==> config.mk <==
export PLATFORM = sky130hd
export DESIGN_NAME = mult_arb
export DESIGN_NICKNAME = d
export VERILOG_FILES = /design/src/rtl/mult_arb.sv
export SDC_FILE = /design/constraint.sdc
export NUM_CORES = 1
export LEC_CHECK = 0
export CAP_MARGIN = 25
export CELL_PAD_IN_SITES_DETAIL_PLACEMENT = 1
export CELL_PAD_IN_SITES_GLOBAL_PLACEMENT = 1
export CORE_MARGIN = 4
export CORE_UTILIZATION = 28
export DETAILED_ROUTE_END_ITERATION = 10
export GPL_ROUTABILITY_DRIVEN = 1
export MAX_ROUTING_LAYER = met4
export PLACE_DENSITY = 0.89
export SLEW_MARGIN = 25
export SYNTH_ARGS = -nofsm -noshare
export SYNTH_HDL_FRONTEND = slang
export SYNTH_SLANG_ARGS = --single-unit
==> constraint.sdc <==
create_clock -name clk -period 3.95 [get_ports clk]
set_clock_uncertainty 0.05 [all_clocks]
set_input_delay 0.79 -clock clk [delete_from_list [all_inputs] [get_ports clk]]
set_output_delay 0.79 -clock clk [all_outputs]
set_load 0.02 [all_outputs]
==> src/rtl/mult_arb.sv <==
// mult_arb: round-robin sharing of one pipelined multiplier by two requesters.
// Optional MULT_ARB_FLUSH_EN adds a flush port that drops in-flight ops.
module mult_arb #(
  parameter int WIDTH_D = 32,
  parameter int MUL_LAT = 1
) (
  input  logic               clk,
  input  logic               rst_n,
`ifdef MULT_ARB_FLUSH_EN
  input  logic               flush,
`endif
  input  logic               req0_valid,
  output logic               req0_ready,
  input  logic [WIDTH_D-1:0] req0_a,
  input  logic [WIDTH_D-1:0] req0_b,
  input  logic               req1_valid,
  output logic               req1_ready,
  input  logic [WIDTH_D-1:0] req1_a,
  input  logic [WIDTH_D-1:0] req1_b,
  output logic [WIDTH_D-1:0] mul_a,
  output logic [WIDTH_D-1:0] mul_b,
  input  logic [WIDTH_D-1:0] mul_p,
  output logic               rsp0_valid,
  output logic [WIDTH_D-1:0] rsp0_data,
  output logic               rsp1_valid,
  output logic [WIDTH_D-1:0] rsp1_data,
  output logic               busy
);

  logic               fl;
  logic               rr_ptr;
  logic               gnt0;
  logic               gnt1;
  logic               xfer;
  logic [MUL_LAT-1:0] tag_vld;
  logic [MUL_LAT-1:0] tag_id;
  logic               ret_vld;
  logic               ret_id;

`ifdef MULT_ARB_FLUSH_EN
  assign fl = flush;
`else
  assign fl = 1'b0;
`endif

  // Grant: sole requester wins, rr_ptr breaks ties; nothing in reset/flush
  always_comb begin
    gnt0 = 1'b0;
    gnt1 = 1'b0;
    if (rst_n && !fl) begin
      gnt0 = req0_valid & (~req1_valid | ~rr_ptr);
      gnt1 = req1_valid & (~req0_valid | rr_ptr);
    end
  end

  assign req0_ready = gnt0;
  assign req1_ready = gnt1;
  assign xfer       = gnt0 | gnt1;

  // Operand mux towards the multiplier, zero when idle
  always_comb begin
    mul_a = '0;
    mul_b = '0;
    unique case (1'b1)
      gnt0: begin
        mul_a = req0_a;
        mul_b = req0_b;
      end
      gnt1: begin
        mul_a = req1_a;
        mul_b = req1_b;
      end
      default: ;
    endcase
  end

  // Pointer flips to the other requester after every transfer
  always_ff @(posedge clk or negedge rst_n) begin
    if (!rst_n) begin
      rr_ptr <= 1'b0;
    end else if (xfer) begin
      rr_ptr <= ~gnt1;
    end
  end

  // Tag pipe tracks {valid, owner} alongside the multiplier latency
  always_ff @(posedge clk or negedge rst_n) begin
    if (!rst_n) begin
      tag_vld <= '0;
      tag_id  <= '0;
    end else begin
      tag_vld[0] <= xfer;
      tag_id[0]  <= gnt1;
      for (int i = 1; i < MUL_LAT; i++) begin
        tag_vld[i] <= tag_vld[i-1] & ~fl;
        tag_id[i]  <= tag_id[i-1];
      end
    end
  end

  assign ret_vld = tag_vld[MUL_LAT-1] & ~fl;
  assign ret_id  = tag_id[MUL_LAT-1];

  // Register the returning product into the owner's response slot
  always_ff @(posedge clk or negedge rst_n) begin
    if (!rst_n) begin
      rsp0_valid <= 1'b0;
      rsp1_valid <= 1'b0;
      rsp0_data  <= '0;
      rsp1_data  <= '0;
    end else begin
      rsp0_valid <= ret_vld & ~ret_id;
      rsp1_valid <= ret_vld & ret_id;
      if (ret_vld && !ret_id) rsp0_data <= mul_p;
      if (ret_vld && ret_id)  rsp1_data <= mul_p;
    end
  end

  assign busy = (|tag_vld) | rsp0_valid | rsp1_valid;

endmodule

==> results of run 1 <==
==> synthesized netlist by cell type <==
master and number:
a21bo_2 1, a22o_1 1, buf_12 3, buf_2 26, buf_4 4, buf_6 8
clkbuf_1 1, dfrtp_1 69, inv_1 3, inv_2 1, mux2_2 35, mux2_4 29
nand2_1 129, nand2_2 1, nand2b_1 1, nor2_1 4, nor2b_1 1, o32ai_1 25
o32ai_2 39, or3_1 1
==> cell families after synthesis <==
family                 count (synthesis)  synth area share
multiplexers                          64             0.194
AND/OR/NAND/NOR                      137             0.122
buffers and inverters                 46            0.0769
AO/OA/AOI/OAI                         66             0.204
flip-flops                            69             0.403
==> area by class of cell <==
type / instances / area (um2) / area share
Clock buffer: 10 / 239 / 0.0314
Timing Repair Buffer: 306 / 3060 / 0.402
Sequential cell: 69 / 1730 / 0.227
Inverter: 4 / 15.0 / 0.00197
Antenna cell: 2 / 5.00 / 0.000657
Tap cell: 184 / 230 / 0.0302
Clock inverter: 6 / 86.3 / 0.0113
Multi-Input combinational cell: 267 / 2250 / 0.295
==> flip-flops by register name, summed over array words and instances (netlist names) <==
name	count
ret_id	1
rsp0_data	32
rsp1_valid	1
rsp0_valid	1
ret_vld	1
rsp1_data	32
rr_ptr	1
==> stage by stage <==
| stage | setup slack, ns | util | instance area [um2] | power [W] |
|---|---|---|---|---|
| after floorplan | 1.40 | - | 4280 | 0.00160 |
| after global placement | 0.0788 | 0.492 | 7260 | 0.00223 |
| after detailed placement | 0.0287 | 0.492 | 7260 | 0.00228 |
| after CTS | 0.0174 | 0.514 | 7590 | 0.00316 |
| after global routing | 0.0173 | 0.516 | 7610 | 0.00326 |
| final | 0.197 | 0.516 | 7610 | 0.00313 |
==> power groups by stage <==
| stage | combinational (W) | clock [W] | sequential, W |
|---|---|---|---|
| CTS | 0.00133 | 0.000877 | 0.000958 |
| finish | 0.00131 | 0.000858 | 0.000958 |
| global route | 0.00138 | 0.000904 | 0.000976 |
| detailed placement | 0.00132 | 0 | 0.000967 |
| global placement | 0.00128 | 0 | 0.000947 |
| floorplan | 0.000470 | 0 | 0.00113 |
==> routing by layer <==
metal	vias up	global-route usage	wire length, um
li1	1928	-	-
met1	2052	0.220	6900
met2	202	0.364	9280
met3	16	0.0443	1060
met4	0	0.0484	223
met5	-	-	0
==> layout by cell type, fill, tap and decap left out, drive strengths merged <==
cell type / Yosys / layout
inv: 4 / 4
clkbuf: 1 / 10
clkinv: 0 / 3
nor2b: 1 / 1
clkinvlp: 0 / 1
mux2: 64 / 64
dfrtp: 69 / 69
nand2b: 1 / 1
buf: 41 / 11
bufinv: 0 / 2
a21bo: 1 / 1
or3: 1 / 1
clkdlybuf4s50: 0 / 295
a22o: 1 / 1
nor2: 4 / 4
diode: 0 / 2
nand2: 130 / 130
o32ai: 64 / 64
==> worst max path at each step <==
stage,startpoint,end,slack [ns],cells after the start
after floorplan,rst_n,mul_a[0],1.40,4
after global placement,req1_valid,mul_a[15],0.08,4
after detailed placement,req1_valid,mul_a[15],0.03,4
after CTS,req1_valid,mul_a[15],0.02,4
after global routing,req0_valid,mul_a[15],0.02,5
final,req0_valid,mul_a[15],0.20,5
==> metrics.md, run 1 <==
| Metric | Value |
|---|---|
| Logic pwr share | 0.420 |
| Worst EP required | roughly 3.1 ns |
| Chip height | between 100 and 150 um |
| Largest net degree at the start of global routing | 66 |
| Core area | 0.0148 mm2 |
| DPL Wire Length | between 10 and 15 mm |
| Yosys top cell area share | 0.403 |
| Mapped Cells | between 300 and 400 |
| Hold Startpoint | rsp0_data[6]$_DFFE_PN0P_ |
| #FFs+latches synth | 69 |
| Hold EP | rsp0_data[6]$_DFFE_PN0P_ |
| Hold WC Path Type | reg2reg |
| CTS Buf Count | 9 |
| Slowest stage cell, crit path | buf_4 |
| Final Net Count | about 820 |
| CTS clk-pin slew, worst paths | around 0.06 ns |
| Iter 0 DRT Violations | about 190 |
| CTS resizes | 0 |
| Antenna violations before repair | 2 |
| Register area share after synthesis | 0.403 |
| H-tree depth | 3 |
| Worst r2r path cells | 2 |
| Crit Reg-Reg Endpoint | rsp1_data[7]$_DFFE_PN0P_ |
| Placed Cells incl. Taps | between 800 and 900 |
| Critical path's top delay family | buffers and inverters |
| Final GP Congestion | 0.815 |
| Routed WL per cell | approximately 20 um |
| Switch Pwr | 0.00100 W |
| TritonRoute pass-1 iters | 4 |
| Tot GR Track Use | 0.199 |
| Post-CTS Hold Fix Bufs | 0 |
| Worst-Skew Late Latency | approximately 0.32 ns |
| Vias per cell | between 4 and 5 |
| CTS sink count | 69 |
| Global route overflow | 0 |
| Internal cell power | about 0.0021 W |
| Worst path bufs/invs | 3 |
| Crit path DAT | between 2 and 3 ns |
| Number of buffers added on ports | roughly 300 |
| Setup TNS | 0 ns |
| Power density cells | ~410 mW/mm2 |
| Share of cells above drive strength 1 | 0.204 |
| CP max stage delay | 0.59 ns |
| Synth warnings | 0 |
| CP Launch Type | primary input |
| CTS tree | built |
| Vias in the first global route | between 4000 and 5000 |
| Syn Std Cell Area | about 0.0043 mm2 |
| CP cell instances | clkdlybuf4s50_1, nor2b_4, buf_4, o32ai_1, clkdlybuf4s50_1 |
| Relative slew slack | 0.452 |
| Seq pwr share | 0.306 |
| Syn nets | between 500 and 600 |
| I/O pins | around 300 |
| Worst hold path depth | 1 |
| Clk pwr share | 0.274 |
| CP dominant cell by count | clkdlybuf4s50_1 |
| Max_cap viols | 0 |
| Worst-path fanout max | 49 |
| RSZ-0062 raised after global routing | no |
| Unique masters post-synth | 20 |
| CTS root buffer | clkbuf_16 |
| Origin of the critical flop-to-flop path | ret_vld$_DFF_PN0_ |
| Final Max Slew Viols | 0 |
| Crit share post-route | 0.950 |
| Syn-to-layout area delta | 77.8% |
| Crit end category | output pin |
| Final Hold Vio Count | 0 |
| Syn Area/Cell | roughly 11 um2 |
| Setup-failing EPs final | 0 |
| Die Wd | about 130 um |
| Synth area leader | dfrtp_1 |
| Wire length of the first global-routing pass | around 27 mm |
| Measured slew at the worst slew-check pin | slightly above 0.8 ns |
| Critical path type | in2out |
| Achievable Freq | between 0.2 and 0.3 GHz |
| Switching Fraction | 0.321 |
| Max VDD drop | between 200 and 250 uV |
| Die area | about 0.017 mm2 |
| Main area contributors after synthesis | dfrtp_1 40%, o32ai_2 15%, nand2_1 11%, mux2_4 10%, mux2_2 9.2% |
| Antenna Nets Post-Route | 0 |
| # DRC | 0 |
| Post-CTS Setup Repair Bufs | 0 |
| Final WL | 17.5 mm |
| Max Root-Sink Buffers | 2 |
| FP Rows | 44 |
| Starting density of the core | 0.290 |
| WHS | ~0.46 ns |
| Filler cell count | 1564 |
| Status | finished clean |
| Post-Layout Cell Count | about 850 |
| Reg-to-reg slack, setup | ~2.3 ns |
| Minimum clock period after layout | ~3.8 ns |
| Leakage power | approximately 3 nW |
| Via count | approximately 4200 |
(Power assumes the default switching activity.)
==> inputs of run 2 (changes only) <==
--- a/config.mk
+++ b/config.mk
@@ -9,11 +9,11 @@
 export CELL_PAD_IN_SITES_DETAIL_PLACEMENT = 1
 export CELL_PAD_IN_SITES_GLOBAL_PLACEMENT = 1
 export CORE_MARGIN = 4
-export CORE_UTILIZATION = 28
+export CORE_UTILIZATION = 26
 export DETAILED_ROUTE_END_ITERATION = 10
 export GPL_ROUTABILITY_DRIVEN = 1
 export MAX_ROUTING_LAYER = met4
-export PLACE_DENSITY = 0.89
+export PLACE_DENSITY = 0.84
 export SLEW_MARGIN = 25
 export SYNTH_ARGS = -nofsm -noshare
 export SYNTH_HDL_FRONTEND = slang
==> constraint.sdc (replaced) <==
create_clock -name clk -period 4 [get_ports clk]
set_clock_uncertainty 0.05 [all_clocks]
set_input_delay 0.8 -clock clk [delete_from_list [all_inputs] [get_ports clk]]
set_output_delay 0.8 -clock clk [all_outputs]
set_load 0.02 [all_outputs]
==> run 2 against run 1 <==
  * Cell count rose by 3.7%
  * Clock-buffer cell count unchanged
  * Hold slack worse by 0.18 ns
  * Highest routed layer unchanged
  * Combinational power about the same
  * Clock power is 4.8% higher
  * Largest power group unchanged
  * Die area is 7.2% higher
  * Global-route usage down 0.13 points
==> metrics.md, run 2 (synthesized netlist as in run 1, its figures left out) <==
| Metric | Value |
|---|---|
| WHS | 0.279 ns (was 0.455 ns) |
| Vias per cell | 4.75 (was 4.95) |
| CTS sink count | 69 (unchanged) |
| Critical path type | in2out (unchanged) |
| Chip height | 136 um (was 132 um) |
| RSZ-0062 raised after global routing | no (unchanged) |
| Final Hold Vio Count | 0 (unchanged) |
| GRT busiest layer | met2 (unchanged) |
| FP Rows | 46 (was 44) |
| M3 GR Usage | 0.0618 (was 0.0443) |
| Worst path bufs/invs | 4 (was 3) |
| Crit share post-route | 0.963 |
| I/O pins | 297 (unchanged) |
| Tot GR Track Use | 0.198 (was 0.199) |
| Iter 0 DRT Violations | 162 (was 187) |
| Number of buffers added on ports | 296 (unchanged) |
| Final Net Count | 822 (was 821) |
| Syn-to-layout area delta | 79.8% (was 77.8%) |
| Core area | 0.0160 mm2 (was 0.0148 mm2) |
| Crit end category | output pin (unchanged) |
| Max Root-Sink Buffers | 2 (unchanged) |
| Worst-Skew Late Latency | 0.33 ns (was 0.32 ns) |
| Achievable Freq | between 0.2 and 0.3 GHz |
| # DRC | 0 (unchanged) |
| Antenna violations before repair | 0 (was 2) |
| DPL Wire Length | 13.8 mm (was 13.4 mm) |
| Antenna Nets Post-Route | 0 (unchanged) |
| Slack of the critical path | 0.149 ns (was 0.197 ns) |
| CTS Buf Count | 9 (unchanged) |
| Slowest stage cell, crit path | clkdlybuf4s50_1 (was buf_4) |
| Critical path's top delay family | buffers and inverters (unchanged) |
| Commonest non-fill, non-tap cell in the layout | clkdlybuf4s50_1 (unchanged) |
| Hold WC Path Type | in2async (was reg2reg) |
| Routed WL per cell | 20.9 um (was 20.6 um) |
| Met1 Use GR | 0.226 (was 0.220) |
| Met2 Resource Use GR | 0.336 (was 0.364) |
| Largest net degree at the start of global routing | 55 (was 66) |
| Leakage power | 3.07 nW (was 3.05 nW) |
| Relative slew slack | 0.463 (was 0.452) |
| CP Launch Type | primary input (unchanged) |
| TritonRoute pass-1 iters | 4 (unchanged) |
| Starting density of the core | 0.268 (was 0.290) |
| CP cell instances | clkdlybuf4s50_1, inv_2, buf_12, o32ai_1, clkdlybuf4s50_1 (was clkdlybuf4s50_1, nor2b_4, buf_4, o32ai_1, clkdlybuf4s50_1) |
| Setup-failing EPs final | 0 (unchanged) |
| Max_cap viols | 0 (unchanged) |
| Die area | 0.0186 mm2 (was 0.0173 mm2) |
| Post-CTS Hold Fix Bufs | 0 (unchanged) |
| Final Max Slew Viols | 0 (unchanged) |
| CTS clk-pin slew, worst paths | 0.06 ns (about the same) |
| Final GP Congestion | 0.860 (was 0.815) |
| H-tree depth | 3 (unchanged) |
| CTS root buffer | clkbuf_16 (unchanged) |
| Global route overflow | 0 (unchanged) |
| Minimum clock period after layout | 3.85 ns |
| Max VDD drop | 240 uV (was 236 uV) |
| CP dominant cell by count | clkdlybuf4s50_1 (unchanged) |
| Filler cell count | 1764 (was 1564) |
| Measured slew at the worst slew-check pin | 0.803 ns (was 0.820 ns) |
| Commonest cells after routing, fill and taps aside | 295 x clkdlybuf4s50_1, 129 x nand2_1, 69 x dfrtp_1 (unchanged) |
| Worst EP required | 3.15 ns (was 3.11 ns) |
| Status | finished clean (unchanged) |
| Setup slack at placement | -0.100 ns (was 0.0287 ns) |
| Power density cells | 411 mW/mm2 (about the same) |
| CP max stage delay | 0.69 ns (was 0.59 ns) |
| Crit path DAT | 3.00 ns (was 2.91 ns) |
| Ant. Diodes | 0 (was 2) |
| Wire length of the first global-routing pass | 27.5 mm (was 26.8 mm) |
| Post-CTS Setup Repair Bufs | 0 (unchanged) |
| Vias in the first global route | 4695 (was 4655) |
| Final WL | 18.4 mm (was 17.5 mm) |
| CTS resizes | 1 (was 0) |
| Biggest regs | rsp0_data (32), rsp1_data (32) (unchanged) |
| Via count | 4176 (was 4198) |
| Share of cells above drive strength 1 | 0.204 (about the same) |
| Worst-path fanout max | 54 (was 49) |
| CTS tree | built (unchanged) |
| Die Wd | 136 um (was 132 um) |
run 2: changes by cell type in the layout (fill, tap and decap cells not counted):
cell	delta
diode_2	-2
clkbuf_8	-1
clkbuf_1	+1
nor2b_4	+1
buf_4	-2
clkinv_2	-1
a21bo_4	+1
buf_12	+1
bufinv_16	+1
run 2: metal layers:
metal / wire length [um] / share of wire / vias to the layer above
li1: - / - / 1929
met1: 7350 / 0.40 / 1994
met2: 9040 / 0.49 / 229
met3: 1620 / 0.088 / 24
met4: 366 / 0.020 / 0
met5: 0 / 0 / -
run 2: path summary, 6_finish.rpt:
| check | startpoint | endpoint | slack, ns | cells after the start |
|---|---|---|---|---|
| setup reg to reg | ret_vld$_DFF_PN0_ | rsp1_data[18]$_DFFE_PN0P_ | 2.36 | 2 |
| hold / removal | rst_n | rsp0_data[5]$_DFFE_PN0P_ | 0.28 | 1 |
| setup / recovery | req1_valid | mul_b[30] | 0.15 | 5 |
| hold reg to reg | rsp1_data[1]$_DFFE_PN0P_ | rsp1_data[1]$_DFFE_PN0P_ | 0.45 | 1 |
| min in group clk | rsp1_data[1]$_DFFE_PN0P_ | rsp1_data[1]$_DFFE_PN0P_ | 0.45 | 1 |
| max in group asynchronous | rst_n | rsp0_data[2]$_DFFE_PN0P_ | 2.69 | 2 |
run 2: cell type report:
class | instances | area (um2) | share of cell area
Sequential cell | 69 | 1730 | 0.224
Multi-Input combinational cell | 269 | 2280 | 0.296
Clock buffer | 10 | 229 | 0.0297
Tap cell | 216 | 270 | 0.0351
Inverter | 4 | 15.0 | 0.00195
Clock inverter | 6 | 111 | 0.0145
Timing Repair Buffer | 305 | 3070 | 0.399
run 2: where the power goes:
| part | internal [W] | switching [W] |
|---|---|---|
| registers | 0.000848 | 0.0000988 |
| clock network | 0.000608 | 0.000291 |
| logic | 0.000694 | 0.000620 |
run 2: metrics by stage:
step	area [um2]	power (W)	util	setup TNS [ns]	std cells
after floorplan	4280	0.00158	-	0	382
after global placement	7320	0.00221	0.458	-0.00827	861
after detailed placement	7330	0.00226	0.458	-1.98	861
after CTS	7690	0.00320	0.481	0	879
after global routing	7700	0.00331	0.481	0	879
final	7700	0.00316	0.481	0	879
==> inputs of run 3 (changes only) <==
--- a/config.mk
+++ b/config.mk
@@ -5,15 +5,16 @@
 export SDC_FILE = /design/constraint.sdc
 export NUM_CORES = 1
 export LEC_CHECK = 0
+export ABC_AREA = 1
 export CAP_MARGIN = 25
 export CELL_PAD_IN_SITES_DETAIL_PLACEMENT = 1
 export CELL_PAD_IN_SITES_GLOBAL_PLACEMENT = 1
 export CORE_MARGIN = 4
-export CORE_UTILIZATION = 26
+export CORE_UTILIZATION = 22
 export DETAILED_ROUTE_END_ITERATION = 10
 export GPL_ROUTABILITY_DRIVEN = 1
 export MAX_ROUTING_LAYER = met4
-export PLACE_DENSITY = 0.84
+export PLACE_DENSITY = 0.83
 export SLEW_MARGIN = 25
 export SYNTH_ARGS = -nofsm -noshare
 export SYNTH_HDL_FRONTEND = slang
==> run 3 against run 2 <==
  * Design area shrank 8.3%
  * Clock power shrank 17%
  * Total power shrank 13%
==> metrics.md, run 3 <==
| Metric | Value |
|---|---|
| Critical path's top delay family | buffers and inverters (unchanged) |
| Minimum clock period after layout | 3.61 ns (was 3.85 ns) |
| Main area contributors after synthesis | dfrtp_1 47%, nand3_1 16%, nand2_1 14%, o21ai_0 8.7%, inv_1 3.9% (was dfrtp_1 40%, o32ai_2 15%, nand2_1 11%, mux2_4 10%, mux2_2 9.2%) |
| Setup TNS | 0 ns (unchanged) |
| Switching Fraction | 0.336 (was 0.319) |
| CTS sink count | 69 (unchanged) |
| Worst-Skew Late Latency | 0.32 ns (was 0.33 ns) |
| Chip height | 137 um (was 136 um) |
| Hold WC Path Type | in2async (unchanged) |
| CTS tree | built (unchanged) |
| Syn nets | 646 (was 546) |
| Max_cap viols | 0 (unchanged) |
| Filler cell count | 1974 (was 1764) |
| RSZ-0062 raised after global routing | no (unchanged) |
| Commonest cells after routing, fill and taps aside | 295 x clkdlybuf4s50_1, 133 x nand2_1, 119 x nand3_1 (was 295 x clkdlybuf4s50_1, 129 x nand2_1, 69 x dfrtp_1) |
| Relative slew slack | 0.430 (was 0.463) |
| Final WL | 16.5 mm (was 18.4 mm) |
| I/O pins | 297 (unchanged) |
| Internal cell power | 0.00183 W (was 0.00215 W) |
| Syn-to-layout area delta | 91.7% (was 79.8%) |
| Crit end category | output pin (unchanged) |
| Biggest regs | rsp0_data (32), rsp1_data (32) (unchanged) |
| Post-synth EDFFs | 0 (unchanged) |
| Synth area leader | dfrtp_1 (unchanged) |
| H-tree depth | 3 (unchanged) |
| Worst path bufs/invs | 4 (unchanged) |
| DPL Wire Length | 12.9 mm (was 13.8 mm) |
| Post-CTS Setup Repair Bufs | 0 (unchanged) |
| Measured slew at the worst slew-check pin | 0.856 ns (was 0.803 ns) |
| Register area share after synthesis | 0.469 (was 0.403) |
| CTS root buffer | clkbuf_16 (unchanged) |
| Setup-failing EPs final | 0 (unchanged) |
| Global route overflow | 0 (unchanged) |
| Final Hold Vio Count | 0 (unchanged) |
| Tot GR Track Use | 0.172 (was 0.198) |
| Power density cells | 390 mW/mm2 (was 411 mW/mm2) |
| CTS Buf Count | 9 (unchanged) |
| #FFs+latches synth | 69 (unchanged) |
| Final Net Count | 921 (was 822) |
| Yosys top cell area share | 0.469 (was 0.403) |
| Synth warnings | 0 (unchanged) |
| Asr flop ratio synth | 1.00 (unchanged) |
| FP Rows | 47 (was 46) |
| Vias in the first global route | 4616 (was 4695) |
| Die Wd | 137 um (was 136 um) |
| # DRC | 0 (unchanged) |
| Wire length of the first global-routing pass | 24.8 mm (was 27.5 mm) |
| Core area | 0.0165 mm2 (was 0.0160 mm2) |
| Number of buffers added on ports | 296 (unchanged) |
| Synth cell count leaders | 136 x nand2_1, 119 x nand3_1, 69 x dfrtp_1, 64 x o21ai_0, 38 x inv_1 (was 129 x nand2_1, 69 x dfrtp_1, 39 x o32ai_2, 35 x mux2_2, 29 x mux2_4) |
| Mapped Cells | 482 (was 382) |
| CTS resizes | 0 (was 1) |
| Clk pwr share | 0.272 (was 0.285) |
| Seq pwr share | 0.333 (was 0.300) |
| WHS | 0.240 ns (was 0.279 ns) |
| Iter 0 DRT Violations | 168 (was 162) |
| Unique masters post-synth | 16 (was 20) |
| Syn Std Cell Area | 0.00368 mm2 (was 0.00428 mm2) |
| Vias per cell | 4.42 (was 4.75) |
| Switch Pwr | 0.000926 W (was 0.00101 W) |
| Final GP Congestion | 0.762 (was 0.860) |
| Share of cells above drive strength 1 | 0.0551 (was 0.204) |
| TritonRoute pass-1 iters | 5 (was 4) |
| Critical path type | in2out (unchanged) |
| Syn Area/Cell | 7.64 um2 (was 11.2 um2) |
| Design area | 0.00706 mm2 (was 0.00770 mm2) |
| CP max stage delay | 0.61 ns (was 0.69 ns) |
| Post-CTS Hold Fix Bufs | 0 (unchanged) |
| Max VDD drop | 178 uV (was 240 uV) |
| CP cell instances | clkdlybuf4s50_1, nand2_1, inv_2, buf_12, nand3_1, nand2_1, clkdlybuf4s50_1 (was clkdlybuf4s50_1, inv_2, buf_12, o32ai_1, clkdlybuf4s50_1) |
| Achievable Freq | 0.277 GHz (was 0.260 GHz) |
| Status | finished clean (unchanged) |
| Worst-path fanout max | 38 (was 54) |
| CTS clk-pin slew, worst paths | 0.05 ns (was 0.06 ns) |
| Routed WL per cell | 16.8 um (was 20.9 um) |
| Max Root-Sink Buffers | 2 (unchanged) |
| Via count | 4346 (was 4176) |
| DP Area | 0.00677 mm2 (was 0.00733 mm2) |
| CP Launch Type | primary input (unchanged) |
| Crit path DAT | 2.76 ns (was 3.00 ns) |
| Final Max Slew Viols | 0 (unchanged) |
| Die area | 0.0189 mm2 (was 0.0186 mm2) |
| Largest net degree at the start of global routing | 67 (was 55) |
| Leakage power | 3.21 nW (was 3.07 nW) |
| Top_reg_cell synth | dfrtp_1 (unchanged) |
| Antenna Nets Post-Route | 0 (unchanged) |
| Crit share post-route | 0.902 (was 0.963) |
| Logic pwr share | 0.395 (was 0.416) |
| Starting density of the core | 0.224 (was 0.268) |
| Commonest non-fill, non-tap cell in the layout | clkdlybuf4s50_1 (unchanged) |
| Slowest stage cell, crit path | clkdlybuf4s50_1 (unchanged) |
| Worst EP required | 3.15 ns (about the same) |
| Antenna violations before repair | 1 (was 0) |
| Most common cell in the netlist | nand2_1 (unchanged) |
run 3: cell types whose count changed in the layout (fill, tap and decap cells not counted), moves of 3 or more:
cell       previous run  this run
mux2_4               29         0
nor2_1                4         1
o21ai_0               0        64
o32ai_1              25         0
mux2_2               35         0
nand2_1             129       133
o32ai_2              39         0
bufinv_16             3         0
nand3_2               0        10
inv_1                 3        38
nand3_1               0       119
run 3: cell families after synthesis:
group	share of synthesized area
buffers and inverters	0.111
flip-flops	0.469
AND/OR/NAND/NOR	0.332
AO/OA/AOI/OAI	0.0883
run 3: final cells by class:
type                            instances  area (um2)  area share
Antenna cell                            1        2.50    0.000354
Clock buffer                           11         253      0.0358
Clock inverter                          5        35.0     0.00496
Inverter                               40         150      0.0213
Multi-Input combinational cell        333        1570       0.222
Sequential cell                        69        1730       0.244
Tap cell                              220         275      0.0390
Timing Repair Buffer                  304        3060       0.433
run 3: worst paths after layout:
kind	start	end	slack, ns	cells past startpoint
max	req1_valid	mul_a[18]	0.39	7
min	rst_n	ret_vld$_DFF_PN0_	0.24	1
max reg2reg	ret_vld$_DFF_PN0_	rsp1_data[23]$_DFFE_PN0P_	2.60	2
min reg2reg	rsp1_data[2]$_DFFE_PN0P_	rsp1_data[2]$_DFFE_PN0P_	0.43	2
max in group asynchronous	rst_n	rsp0_data[7]$_DFFE_PN0P_	2.62	2
min in group clk	rsp1_data[2]$_DFFE_PN0P_	rsp1_data[2]$_DFFE_PN0P_	0.43	2
run 3: power groups by stage:
stage	Clock, W	Combinational [W]	Sequential [W]
2_1_floorplan	0	0.000296	0.00109
3_3_place_gp	0	0.00108	0.000917
3_5_place_dp	0	0.00110	0.000929
4_1_cts	0.000767	0.00111	0.000919
5_1_grt	0.000808	0.00117	0.000937
6_report	0.000749	0.00109	0.000917
run 3: stage by stage:
step,total power [W],util,setup slack (ns),std cells
floorplan,0.00139,-,1.71,482
global placement,0.00200,0.411,0.403,966
detailed placement,0.00203,0.411,0.387,966
CTS,0.00279,0.429,0.381,982
global route,0.00292,0.429,0.235,983
finish,0.00275,0.429,0.390,983
run 3: routing by layer:
layer	global-route usage	routed length, um	vias to the layer above
met5	-	0	-
met4	0.0388	192	0
met3	0.0497	1450	14
met2	0.292	8280	202
met1	0.201	6590	2006
li1	-	-	2124
